**src/rtl/delay_table_scheduler_pkg.sv**
```systemverilog
// Shared definitions for the delay-table replay scheduler: sizes and the
// per-port channel state encoding.
package delay_table_scheduler_pkg;

  localparam int NCH        = 4;
  localparam int AW         = 11;
  localparam int DW         = 24;
  localparam int RD_LAT_DEF = 2;

  typedef enum logic [2:0] {
    CH_IDLE,
    CH_FETCH,
    CH_WAIT,
    CH_FIRE,
    CH_FIN
  } ch_state_e;

endpackage

```
**src/rtl/delay_table_scheduler_if.sv**
```systemverilog
// Host/RAM/player bundle of the delay-table scheduler. The scheduler is the
// slave; the controller, RAM read ports and players together form the master.
interface delay_table_scheduler_if;
  import delay_table_scheduler_pkg::*;

  logic                    I_START;
  logic                    I_ABORT;
  logic [NCH-1:0]          I_CH_EN;
  logic [NCH-1:0][AW-1:0]  I_LEN;
  logic [NCH-1:0][AW-1:0]  O_RD_ADDR;
  logic [NCH-1:0][DW-1:0]  I_RD_DATA;
  logic [NCH-1:0]          O_TRIG;
  logic [NCH-1:0][AW-1:0]  O_WAVE_ID;
  logic [NCH-1:0]          O_LATE;
  logic                    O_BUSY;
  logic                    O_DONE;

  modport slave (
    input  I_START, I_ABORT, I_CH_EN, I_LEN, I_RD_DATA,
    output O_RD_ADDR, O_TRIG, O_WAVE_ID, O_LATE, O_BUSY, O_DONE
  );

  modport master (
    output I_START, I_ABORT, I_CH_EN, I_LEN, I_RD_DATA,
    input  O_RD_ADDR, O_TRIG, O_WAVE_ID, O_LATE, O_BUSY, O_DONE
  );

endinterface

```
**src/rtl/delay_table_scheduler_seq.sv**
```systemverilog
// delay_channel_seq: one port's replay FSM. Walks addresses 1..len, waits
// for each entry's absolute time and pulses a trigger tagged with the address.
module delay_channel_seq
  import delay_table_scheduler_pkg::*;
#(
  parameter int RD_LAT = RD_LAT_DEF
) (
  input  logic          clk,
  input  logic          rst_n,
  input  logic          i_start,
  input  logic          i_clr,
  input  logic          i_en,
  input  logic [AW-1:0] i_len,
  input  logic [DW-1:0] i_timer,
  input  logic [DW-1:0] i_rd_data,
  output logic [AW-1:0] o_rd_addr,
  output logic          o_trig,
  output logic [AW-1:0] o_wave_id,
  output logic          o_late,
  output logic          o_fin
);

  localparam int CW = (RD_LAT > 2) ? $clog2(RD_LAT) : 1;

  ch_state_e       r_state;
  logic [AW-1:0]   r_addr;
  logic [AW-1:0]   r_len;
  logic [AW-1:0]   r_wave;
  logic [CW-1:0]   r_cnt;
  logic [DW-1:0]   r_d;
  logic            r_first;
  logic            r_late;
  logic [DW-1:0]   w_d;
  logic            w_match;

  // The first WAIT cycle is the one where RAM data is valid; later cycles use the latched copy.
  assign w_d     = r_first ? i_rd_data : r_d;
  assign w_match = (w_d <= i_timer);

  always_ff @(posedge clk or negedge rst_n) begin
    if (!rst_n) begin
      r_state <= CH_IDLE;
      r_addr  <= '0;
      r_len   <= '0;
      r_wave  <= '0;
      r_cnt   <= '0;
      r_d     <= '0;
      r_first <= 1'b0;
      r_late  <= 1'b0;
    end else begin
      r_wave <= '0;
      if (i_clr) begin
        r_state <= CH_IDLE;
      end else begin
        case (r_state)
          CH_IDLE: begin
            if (i_start) begin
              r_late  <= 1'b0;
              r_len   <= i_len;
              r_addr  <= AW'(1);
              r_cnt   <= '0;
              r_first <= 1'b0;
              r_state <= (i_en && i_len != '0) ? CH_FETCH : CH_FIN;
            end
          end
          CH_FETCH: begin
            if (r_cnt == CW'(RD_LAT - 1)) begin
              r_state <= CH_WAIT;
              r_first <= 1'b1;
            end else begin
              r_cnt <= r_cnt + CW'(1);
            end
          end
          CH_WAIT: begin
            r_first <= 1'b0;
            r_d     <= w_d;
            if (w_match) begin
              r_state <= CH_FIRE;
              r_wave  <= r_addr;
              r_addr  <= r_addr + AW'(1);
              if (w_d < i_timer) r_late <= 1'b1;
            end
          end
          CH_FIRE: begin
            // The FIRE cycle already presents the next address, so it counts as the first read cycle.
            if (r_wave >= r_len) begin
              r_state <= CH_FIN;
            end else if (RD_LAT == 1) begin
              r_state <= CH_WAIT;
              r_first <= 1'b1;
            end else begin
              r_state <= CH_FETCH;
              r_cnt   <= CW'(1);
            end
          end
          CH_FIN:  r_state <= CH_FIN;
          default: r_state <= CH_IDLE;
        endcase
      end
    end
  end

  assign o_rd_addr = r_addr;
  assign o_trig    = (r_state == CH_FIRE);
  assign o_wave_id = r_wave;
  assign o_late    = r_late;
  assign o_fin     = (r_state == CH_FIN) || ((r_state == CH_FIRE) && (r_wave >= r_len));

endmodule

```
**src/rtl/delay_table_scheduler.sv**
```systemverilog
// Replays the per-port delay tables: owns the run timer, start/abort control,
// done aggregation and busy flag; one delay_channel_seq per port.
module delay_table_scheduler
  import delay_table_scheduler_pkg::*;
#(
  parameter int RD_LAT = RD_LAT_DEF
) (
  input  logic                    clk,
  input  logic                    rst_n,
  delay_table_scheduler_if.slave  bus
);

  logic [DW-1:0]          r_timer;
  logic                   r_busy;
  logic                   r_done;
  logic                   w_start;
  logic                   w_clr;
  logic                   w_any_act;
  logic [NCH-1:0]         w_fin;
  logic [NCH-1:0]         w_trig;
  logic [NCH-1:0]         w_late;
  logic [NCH-1:0][AW-1:0] w_rd_addr;
  logic [NCH-1:0][AW-1:0] w_wave_id;

  assign w_start = bus.I_START & ~bus.I_ABORT & ~r_busy;
  assign w_clr   = bus.I_ABORT | r_done;

  always_comb begin
    w_any_act = 1'b0;
    for (int n = 0; n < NCH; n++) begin
      if (bus.I_CH_EN[n] && bus.I_LEN[n] != '0) w_any_act = 1'b1;
    end
  end

  // Done is raised on the edge where the last channel enters FIN, so it coincides with FIN.
  always_ff @(posedge clk or negedge rst_n) begin
    if (!rst_n) begin
      r_timer <= '0;
      r_busy  <= 1'b0;
      r_done  <= 1'b0;
    end else if (bus.I_ABORT) begin
      r_busy  <= 1'b0;
      r_done  <= 1'b0;
    end else if (w_start) begin
      r_busy  <= 1'b1;
      r_done  <= ~w_any_act;
      r_timer <= '0;
    end else begin
      r_done <= r_busy & ~r_done & (&w_fin);
      if (r_done) r_busy <= 1'b0;
      if (r_busy && r_timer != '1) r_timer <= r_timer + DW'(1);
    end
  end

  for (genvar g = 0; g < NCH; g++) begin : g_ch
    delay_channel_seq #(.RD_LAT(RD_LAT)) u_ch (
      .clk       (clk),
      .rst_n     (rst_n),
      .i_start   (w_start),
      .i_clr     (w_clr),
      .i_en      (bus.I_CH_EN[g]),
      .i_len     (bus.I_LEN[g]),
      .i_timer   (r_timer),
      .i_rd_data (bus.I_RD_DATA[g]),
      .o_rd_addr (w_rd_addr[g]),
      .o_trig    (w_trig[g]),
      .o_wave_id (w_wave_id[g]),
      .o_late    (w_late[g]),
      .o_fin     (w_fin[g])
    );
  end

  assign bus.O_RD_ADDR = w_rd_addr;
  assign bus.O_TRIG    = w_trig;
  assign bus.O_WAVE_ID = w_wave_id;
  assign bus.O_LATE    = w_late;
  assign bus.O_BUSY    = r_busy;
  assign bus.O_DONE    = r_done;

endmodule

```
**src/flat_wrapper.sv**
```systemverilog
// flat-port wrapper written by rule: the top's interface ports become plain ports
module delay_table_scheduler_flat import delay_table_scheduler_pkg::*;
#(
  parameter int RD_LAT = RD_LAT_DEF
)
  (clk, rst_n, bus_I_START, bus_I_ABORT, bus_I_CH_EN, bus_I_LEN, bus_I_RD_DATA, bus_O_RD_ADDR, bus_O_TRIG, bus_O_WAVE_ID, bus_O_LATE, bus_O_BUSY, bus_O_DONE);
  delay_table_scheduler_if bus_i ();
  input  logic clk;
  input  logic rst_n;
  input wire logic [$bits(bus_i.I_START)-1:0] bus_I_START;
  input wire logic [$bits(bus_i.I_ABORT)-1:0] bus_I_ABORT;
  input wire logic [$bits(bus_i.I_CH_EN)-1:0] bus_I_CH_EN;
  input wire logic [$bits(bus_i.I_LEN)-1:0] bus_I_LEN;
  input wire logic [$bits(bus_i.I_RD_DATA)-1:0] bus_I_RD_DATA;
  output wire logic [$bits(bus_i.O_RD_ADDR)-1:0] bus_O_RD_ADDR;
  output wire logic [$bits(bus_i.O_TRIG)-1:0] bus_O_TRIG;
  output wire logic [$bits(bus_i.O_WAVE_ID)-1:0] bus_O_WAVE_ID;
  output wire logic [$bits(bus_i.O_LATE)-1:0] bus_O_LATE;
  output wire logic [$bits(bus_i.O_BUSY)-1:0] bus_O_BUSY;
  output wire logic [$bits(bus_i.O_DONE)-1:0] bus_O_DONE;
  assign bus_i.I_START = bus_I_START;
  assign bus_i.I_ABORT = bus_I_ABORT;
  assign bus_i.I_CH_EN = bus_I_CH_EN;
  assign bus_i.I_LEN = bus_I_LEN;
  assign bus_i.I_RD_DATA = bus_I_RD_DATA;
  assign bus_O_RD_ADDR = bus_i.O_RD_ADDR;
  assign bus_O_TRIG = bus_i.O_TRIG;
  assign bus_O_WAVE_ID = bus_i.O_WAVE_ID;
  assign bus_O_LATE = bus_i.O_LATE;
  assign bus_O_BUSY = bus_i.O_BUSY;
  assign bus_O_DONE = bus_i.O_DONE;
  delay_table_scheduler #(.RD_LAT(RD_LAT)) u_core (.clk(clk), .rst_n(rst_n), .bus(bus_i));
endmodule
```
**config.mk**
```make
export PLATFORM = sky130hd
export DESIGN_NAME = delay_table_scheduler_flat
export DESIGN_NICKNAME = d
export VERILOG_FILES = /design/src/rtl/delay_table_scheduler_pkg.sv /design/src/rtl/delay_table_scheduler_if.sv /design/src/rtl/delay_table_scheduler_seq.sv /design/src/rtl/delay_table_scheduler.sv /design/src/flat_wrapper.sv
export SDC_FILE = /design/constraint.sdc
export NUM_CORES = 1
export LEC_CHECK = 0
export CAP_MARGIN = 10
export CORE_UTILIZATION = 55
export DETAILED_ROUTE_END_ITERATION = 12
export MAX_ROUTING_LAYER = met4
export PLACE_DENSITY = 0.79
export SLEW_MARGIN = 25
export SYNTH_ARGS = -nofsm -noshare
export SYNTH_HDL_FRONTEND = slang
export SYNTH_SLANG_ARGS = --single-unit
```
**constraint.sdc**
```tcl
create_clock -name clk -period 4.5 [get_ports clk]
set_input_delay 0.45 -clock clk [delete_from_list [all_inputs] [get_ports clk]]
set_output_delay 0.45 -clock clk [all_outputs]
set_load 0.01 [all_outputs]
```
==> out/results.ini, run 1 <==
[power_and_ir_drop]
leakage_nw=9.686
vdd_drop_max_mv=0.4085
power_density_nw_per_um2=501.0

[finish]
final_cell_mix=347 x nand2_1, 277 x dfrtp_1, 244 x clkdlybuf4s50_1
area_delta_synth_final_pct=24.65
drive_above_1_share=0.1099
final_util=0.7011
nets=2272
layout_commonest_cell=nand2_1
antennaDiodeCount=0
fin_area_sq_um=20290
nFillCells=2120
finalNonFillerCells=2386

[drt]
first_iter_violations=1029
detail_route.vias_per_cell=5.825
wl_met2_um=20900
via_count=13900
dr.pass1.iters=7
post-route-drc-count=0
highest_layer=met4
routed_wl_um=43170
wl_met3_um=2668
routedWlPerCell_um=18.09
wl_met1_um=18280
ant_nets=0

[job]
maxCapViolations=0

[synth]
yosysSeqAreaShare=0.4274
synth_fp_nets=2042
synth_edf_count=0
synth_warnings=0
synth_cell_types=73
syn_inst=1749
syn_avg_cell_area_sq_um=9.306
ys_seq_elements=278
async_reset_ff_frac=1.000
syn_area_sq_um=16280
synth_ff_type=dfrtp_1

[critical_path]
worstSetupPathType=flop to flop
required_ps=4930
crit_fanout=20
cp.arrival_ps=4360
critPathLaunchType=flop
ff2ff_path_depth=8
end_kind=flop
slowest_stage=dfrtp_1
path_cells=mux2_2 > ha_1 > nand4_1 > nor4_1 > nand2_1 > o211a_1 > or4_1 > a21oi_1
max_stage_delay_ps=880

[sta]
period_share=0.8738
hold_viol=0
slew_headroom=0.3484
fmax_mhz=254.3
rsz0062_at_grt=false
holdWs_ps=16.35
setup_viol=0
slew_viol_final=0
skew_ps=17.03
min_period_ps=3932
setup_tns_ps=0
worst_pin_slew_ps=975.1

[cts]
root_buffer=clkbuf_16
cts_max_level=2
clkLatencyLatePin_ps=510
postCtsSetupBuffers=0
cts_made_buffers=34
clk_pin_slew_ps=60
cts_buffer_depth=3
cts_num_sinks=278
cts_tree=done
ctsHoldBuffers=0
ctsResizeCount=0

[floorplan]
die_x_um=174.0
core_area_sq_um=28940
die_area_sq_um=30280
io-pin-count=246
die_h_um=174.0
initial_core_util=0.5625
rows=62

[place]
dp.cells=2327
gp_congestion=0.9013
portBuffers=245
dp_hpwl_um=31740
placed_area_sq_um=19100

[global_routing]
first_global_vias=13690
globalRouteTotalUtil=0.2971
overflow=0
antenna_found_initial=0
grt_pass1_wl_um=70450
grt_max_degree=117

[worst_hold_path]
hp-class=primary input to asynchronous set/reset pin

[status]
outcome=completed

[sequential cells by signal (all words and copies together), names as in the netlist]
register,cells
u_core.g_ch.u_ch.o_late,4
u_core.g_ch.u_ch.o_rd_addr,44
u_core.bus.O_DONE,1
u_core.g_ch.u_ch.r_d,96
u_core.g_ch.u_ch.r_state,12
u_core.g_ch.u_ch.r_cnt,4
u_core.g_ch.u_ch.o_wave_id,44
u_core.g_ch.u_ch.r_first,4
u_core.g_ch.u_ch.r_len,44
u_core.r_timer,24
u_core.bus.O_BUSY,1
[worst paths after layout]
check | start | to | slack, ps
worst max-delay path | u_core.g_ch[3].u_ch.r_first | u_core.g_ch[3].u_ch.o_rd_addr[4] | 570
worst min-delay path | rst_n | u_core.g_ch[1].u_ch.r_len[2] | 20
worst max register to register | u_core.g_ch[3].u_ch.r_first | u_core.g_ch[3].u_ch.o_rd_addr[4] | 570
worst min register to register | u_core.g_ch[1].u_ch.r_d[12] | u_core.g_ch[1].u_ch.r_d[12] | 470
max in group asynchronous | rst_n | u_core.g_ch[2].u_ch.r_d[22] | 3420
min in group clk | u_core.g_ch[1].u_ch.r_d[12] | u_core.g_ch[1].u_ch.r_d[12] | 470
[cell usage after synthesis, types with 5 or more instances]
cell type	n	area, sq um
buf_2	6	30.03
nand2_1	348	1306
nor2_1	99	371.6
inv_1	83	311.6
a21oi_1	95	475.5
o21ai_0	88	440.4
o211ai_1	14	105.1
a21boi_0	6	45.04
and4_1	5	43.79
nand4_1	40	250.2
a31oi_1	7	43.79
o311ai_0	5	43.79
nand3_1	42	210.2
or3_1	11	68.82
nand2b_1	17	106.4
nor2b_1	10	62.56
clkbuf_1	56	210.2
a211oi_1	5	37.54
mux2_2	119	1340
or4_1	11	82.58
nor3_1	22	110.1
ha_1	145	1814
xnor2_1	22	192.7
a211o_1	7	61.31
nor4_1	11	68.82
and3_1	56	350.3
buf_4	8	60.06
o31ai_1	10	75.07
a21o_1	13	97.59
and2_1	21	131.4
mux2i_1	11	110.1
dfrtp_1	278	6957
[area by class of cell]
| cell class | count | area [sq um] | share of cell area |
|---|---|---|---|
| Clock buffer | 48 | 1015 | 0.05002 |
| Tap cell | 384 | 480.5 | 0.02368 |
| Clock inverter | 11 | 167.7 | 0.008264 |
| Timing Repair Buffer | 269 | 2650 | 0.1306 |
| Multi-Input combinational cell | 1313 | 8705 | 0.4291 |
| Inverter | 83 | 311.5 | 0.01536 |
| Sequential cell | 278 | 6958 | 0.3430 |
[report_power, final]
part,switching (mW),internal (mW),total [mW]
Combinational,2.08,1.78,3.86
Clock,1.07,1.80,2.87
Sequential,0.423,3.01,3.43
Total,3.57,6.59,10.2
[critical path, delay by kind of cell (launching register included)]
kind                     cells  cell delay [ps]
AND/OR/NAND/NOR              4             1750
flip-flops                   1              880
AO/OA/AOI/OAI                2              450
multiplexers                 1              430
adder cells (fa/ha/maj)      1              340
[per-layer routing]
| metal | vias to the layer above | GRT usage |
|---|---|---|
| li1 | 6620 | - |
| met5 | - | - |
| met4 | 0 | 0.1016 |
| met3 | 87 | 0.03587 |
| met1 | 6680 | 0.3859 |
| met2 | 512 | 0.4820 |
[through the flow]
step | worst slack [ps] | power, mW
after floorplan | 1151 | 6.075
after global placement | 814.8 | 7.024
after detailed placement | 709.4 | 7.259
after CTS | 682.8 | 10.17
after global routing | 436.2 | 10.85
final | 568.0 | 10.16
[kinds of logic (layout without fill, tap and decap cells)]
group | Yosys count | count (layout) | share of synthesized area
flops | 278 | 278 | 0.4274
mux | 130 | 130 | 0.08910
compound gates | 299 | 299 | 0.1136
fa+ha+maj | 145 | 145 | 0.1115
xor+xnor | 22 | 22 | 0.01184
simple gates | 717 | 717 | 0.2073
buf+inv | 158 | 411 | 0.03928
Power figures use the tool's default switching activity.
==> run 2, diff against run 1 <==
--- a/config.mk
+++ b/config.mk
@@ -7,6 +7,7 @@
 export LEC_CHECK = 0
 export CAP_MARGIN = 10
 export CORE_UTILIZATION = 55
+export CTS_BUF_LIST = sky130_fd_sc_hd__clkbuf_16
 export DETAILED_ROUTE_END_ITERATION = 12
 export MAX_ROUTING_LAYER = met4
 export PLACE_DENSITY = 0.79
==> run 2 against run 1 <==
Against the previous run:
- power is 1.6% lower
- critical endpoint unchanged
- count of clock-buffer cells in the layout is 13 lower
- sequential power hardly changed
- clock skew is 0.72 ps higher
==> out/results.ini, run 2 (synthesized netlist as in run 1, its figures left out) <==
[place]
dp_hpwl_um=31740  ; unchanged
portBuffers=245  ; unchanged
gp_congestion=0.9013  ; unchanged
dp.cells=2327  ; unchanged

[power_and_ir_drop]
leakage_nw=9.652  ; -0.35%
power_density_nw_per_um2=495.0  ; -1.2%
vdd_drop_max_mv=0.4062  ; -0.57%

[drt]
post-route-drc-count=0  ; unchanged
wl_met3_um=2577  ; -3.4%
ant_nets=0  ; unchanged
first_iter_violations=1081  ; +5.1%
routedWlPerCell_um=18.07  ; -0.10%
detail_route.vias_per_cell=5.802  ; -0.40%
dr.pass1.iters=5  ; -2
via_count=13840  ; -0.40%
highest_layer=met4
wl_met1_um=18340  ; +0.36%
wl_met2_um=20710  ; -0.91%
routed_wl_um=43130  ; -0.10%

[floorplan]
die_area_sq_um=30280  ; unchanged
io-pin-count=246  ; unchanged
initial_core_util=0.5625  ; unchanged
die_x_um=174.0  ; unchanged
core_area_sq_um=28940  ; unchanged
rows=62  ; unchanged
die_h_um=174.0  ; unchanged

[global_routing]
first_global_vias=13640  ; -0.36%
antenna_found_initial=0  ; unchanged
grt_max_degree=117  ; unchanged
globalRouteTotalUtil=0.2962  ; -0.0008582
overflow=0  ; unchanged
grt_pass1_wl_um=70270  ; -0.26%

[sta]
fmax_mhz=259.3  ; +2.0%
hold_viol=0  ; unchanged
setup_viol=0  ; unchanged
slew_viol_final=0  ; unchanged
rsz0062_at_grt=false
setup_tns_ps=0  ; unchanged
slew_headroom=0.3507  ; +0.002308
period_share=0.8570  ; -0.01678
worst_pin_slew_ps=971.7  ; -3.453 ps
min_period_ps=3856  ; -75.50 ps
skew_ps=17.76  ; +0.7216 ps

[critical_path]
cpLargestDelayFamily=simple AND/OR/NAND/NOR gates
worstSetupPathType=flop to flop
ff2ff_path_depth=8  ; unchanged
max_stage_delay_ps=880  ; about the same
r2r_start=u_core.g_ch[3].u_ch.r_first
crit_fanout=20  ; unchanged
critPathLaunchType=flop
cp.arrival_ps=4280  ; -80 ps
end_kind=flop
path_cells=mux2_2 > ha_1 > nand4_1 > nor4_1 > nand2_1 > o211a_1 > or4_1 > a21oi_1
required_ps=4930  ; about the same
reg2reg_to=u_core.g_ch[3].u_ch.o_rd_addr[4]
r2r_slack_ps=640  ; +80 ps
slowest_stage=dfrtp_1
crit_buf_inv=0  ; unchanged

[finish]
nets=2272  ; unchanged
final_cell_mix=347 x nand2_1, 277 x dfrtp_1, 244 x clkdlybuf4s50_1
finalNonFillerCells=2386  ; unchanged
nFillCells=2133  ; +0.61%
largest_reg_flops=96  ; unchanged
antennaDiodeCount=0  ; unchanged
area_delta_synth_final_pct=24.09
largest-register=u_core.g_ch.u_ch.r_d
layout_commonest_cell=nand2_1
drive_above_1_share=0.1054  ; -0.004496
final_util=0.6980  ; -0.003114

[worst_hold_path]
hp-class=primary input to asynchronous set/reset pin

[cts]
cts_buffer_depth=3  ; unchanged
ctsHoldBuffers=0  ; unchanged
clkLatencyLatePin_ps=520  ; about the same
cts_num_sinks=278  ; unchanged
cts_made_buffers=34  ; unchanged
root_buffer=clkbuf_16
postCtsSetupBuffers=0  ; unchanged
clk_pin_slew_ps=60  ; about the same
ctsResizeCount=0  ; unchanged
cts_max_level=2  ; unchanged
cts_tree=done

[job]
maxCapViolations=0  ; unchanged

[status]
outcome=completed

## run 2: worst max-delay path by stage
stage | slack [ps] | cells past startpoint | from | end
after floorplan | 1150 | 11 | u_core.g_ch[0].u_ch.r_first | u_core.g_ch[0].u_ch.o_rd_addr[4]
after global placement | 810 | 10 | u_core.g_ch[0].u_ch.r_first | u_core.g_ch[0].u_ch.o_rd_addr[7]
after detailed placement | 710 | 10 | u_core.g_ch[0].u_ch.r_first | u_core.g_ch[0].u_ch.o_rd_addr[7]
after CTS | 680 | 10 | u_core.g_ch[0].u_ch.r_first | u_core.g_ch[0].u_ch.o_rd_addr[7]
after global routing | 440 | 8 | u_core.g_ch[3].u_ch.r_first | u_core.g_ch[3].u_ch.o_rd_addr[4]
final | 640 | 8 | u_core.g_ch[3].u_ch.r_first | u_core.g_ch[3].u_ch.o_rd_addr[4]
## run 2: layout make-up
| type | instances | area, sq um | area share |
|---|---|---|---|
| multi-input cells | 1313 | 8705 | 0.4310 |
| flip-flops and latches | 278 | 6958 | 0.3445 |
| repair buffers | 269 | 2650 | 0.1312 |
| clock buffers | 35 | 875.8 | 0.04337 |
| well taps | 384 | 480.5 | 0.02379 |
| inverters | 83 | 311.5 | 0.01543 |
| clock inverters | 24 | 216.5 | 0.01072 |
## run 2: per-layer routing
| layer | GRT usage | vias to the layer above |
|---|---|---|
| li1 | - | 6616 |
| met1 | 0.3868 | 6639 |
| met2 | 0.4752 | 487 |
| met3 | 0.03631 | 102 |
| met4 | 0.1075 | 0 |
| met5 | - | - |
## run 2: metrics by stage
step                setup slack (ps)  power, mW  hold WS [ps]  cell area, sq um
detailed placement             709.4      7.259         458.2             19100
global route                   436.2      10.69         98.71             20200
global placement               814.8      7.024         452.6             19100
floorplan                       1151      6.075         154.4             16280
finish                         643.5      9.997         16.72             20200
CTS                            678.9      10.00         58.48             20190
## run 2: worst reg2reg max path, cell delays in order (launching register included)
cell	delay [ps]
dfrtp_1	880
mux2_2	440
ha_1	300
nand4_1	180
nor4_1	810
nand2_1	220
o211a_1	300
or4_1	510
a21oi_1	150
## run 2: power breakdown
group | switching, mW | internal [mW]
registers | 0.422 | 3.01
logic | 2.08 | 1.78
clock network | 1.07 | 1.64
total | 3.57 | 6.43
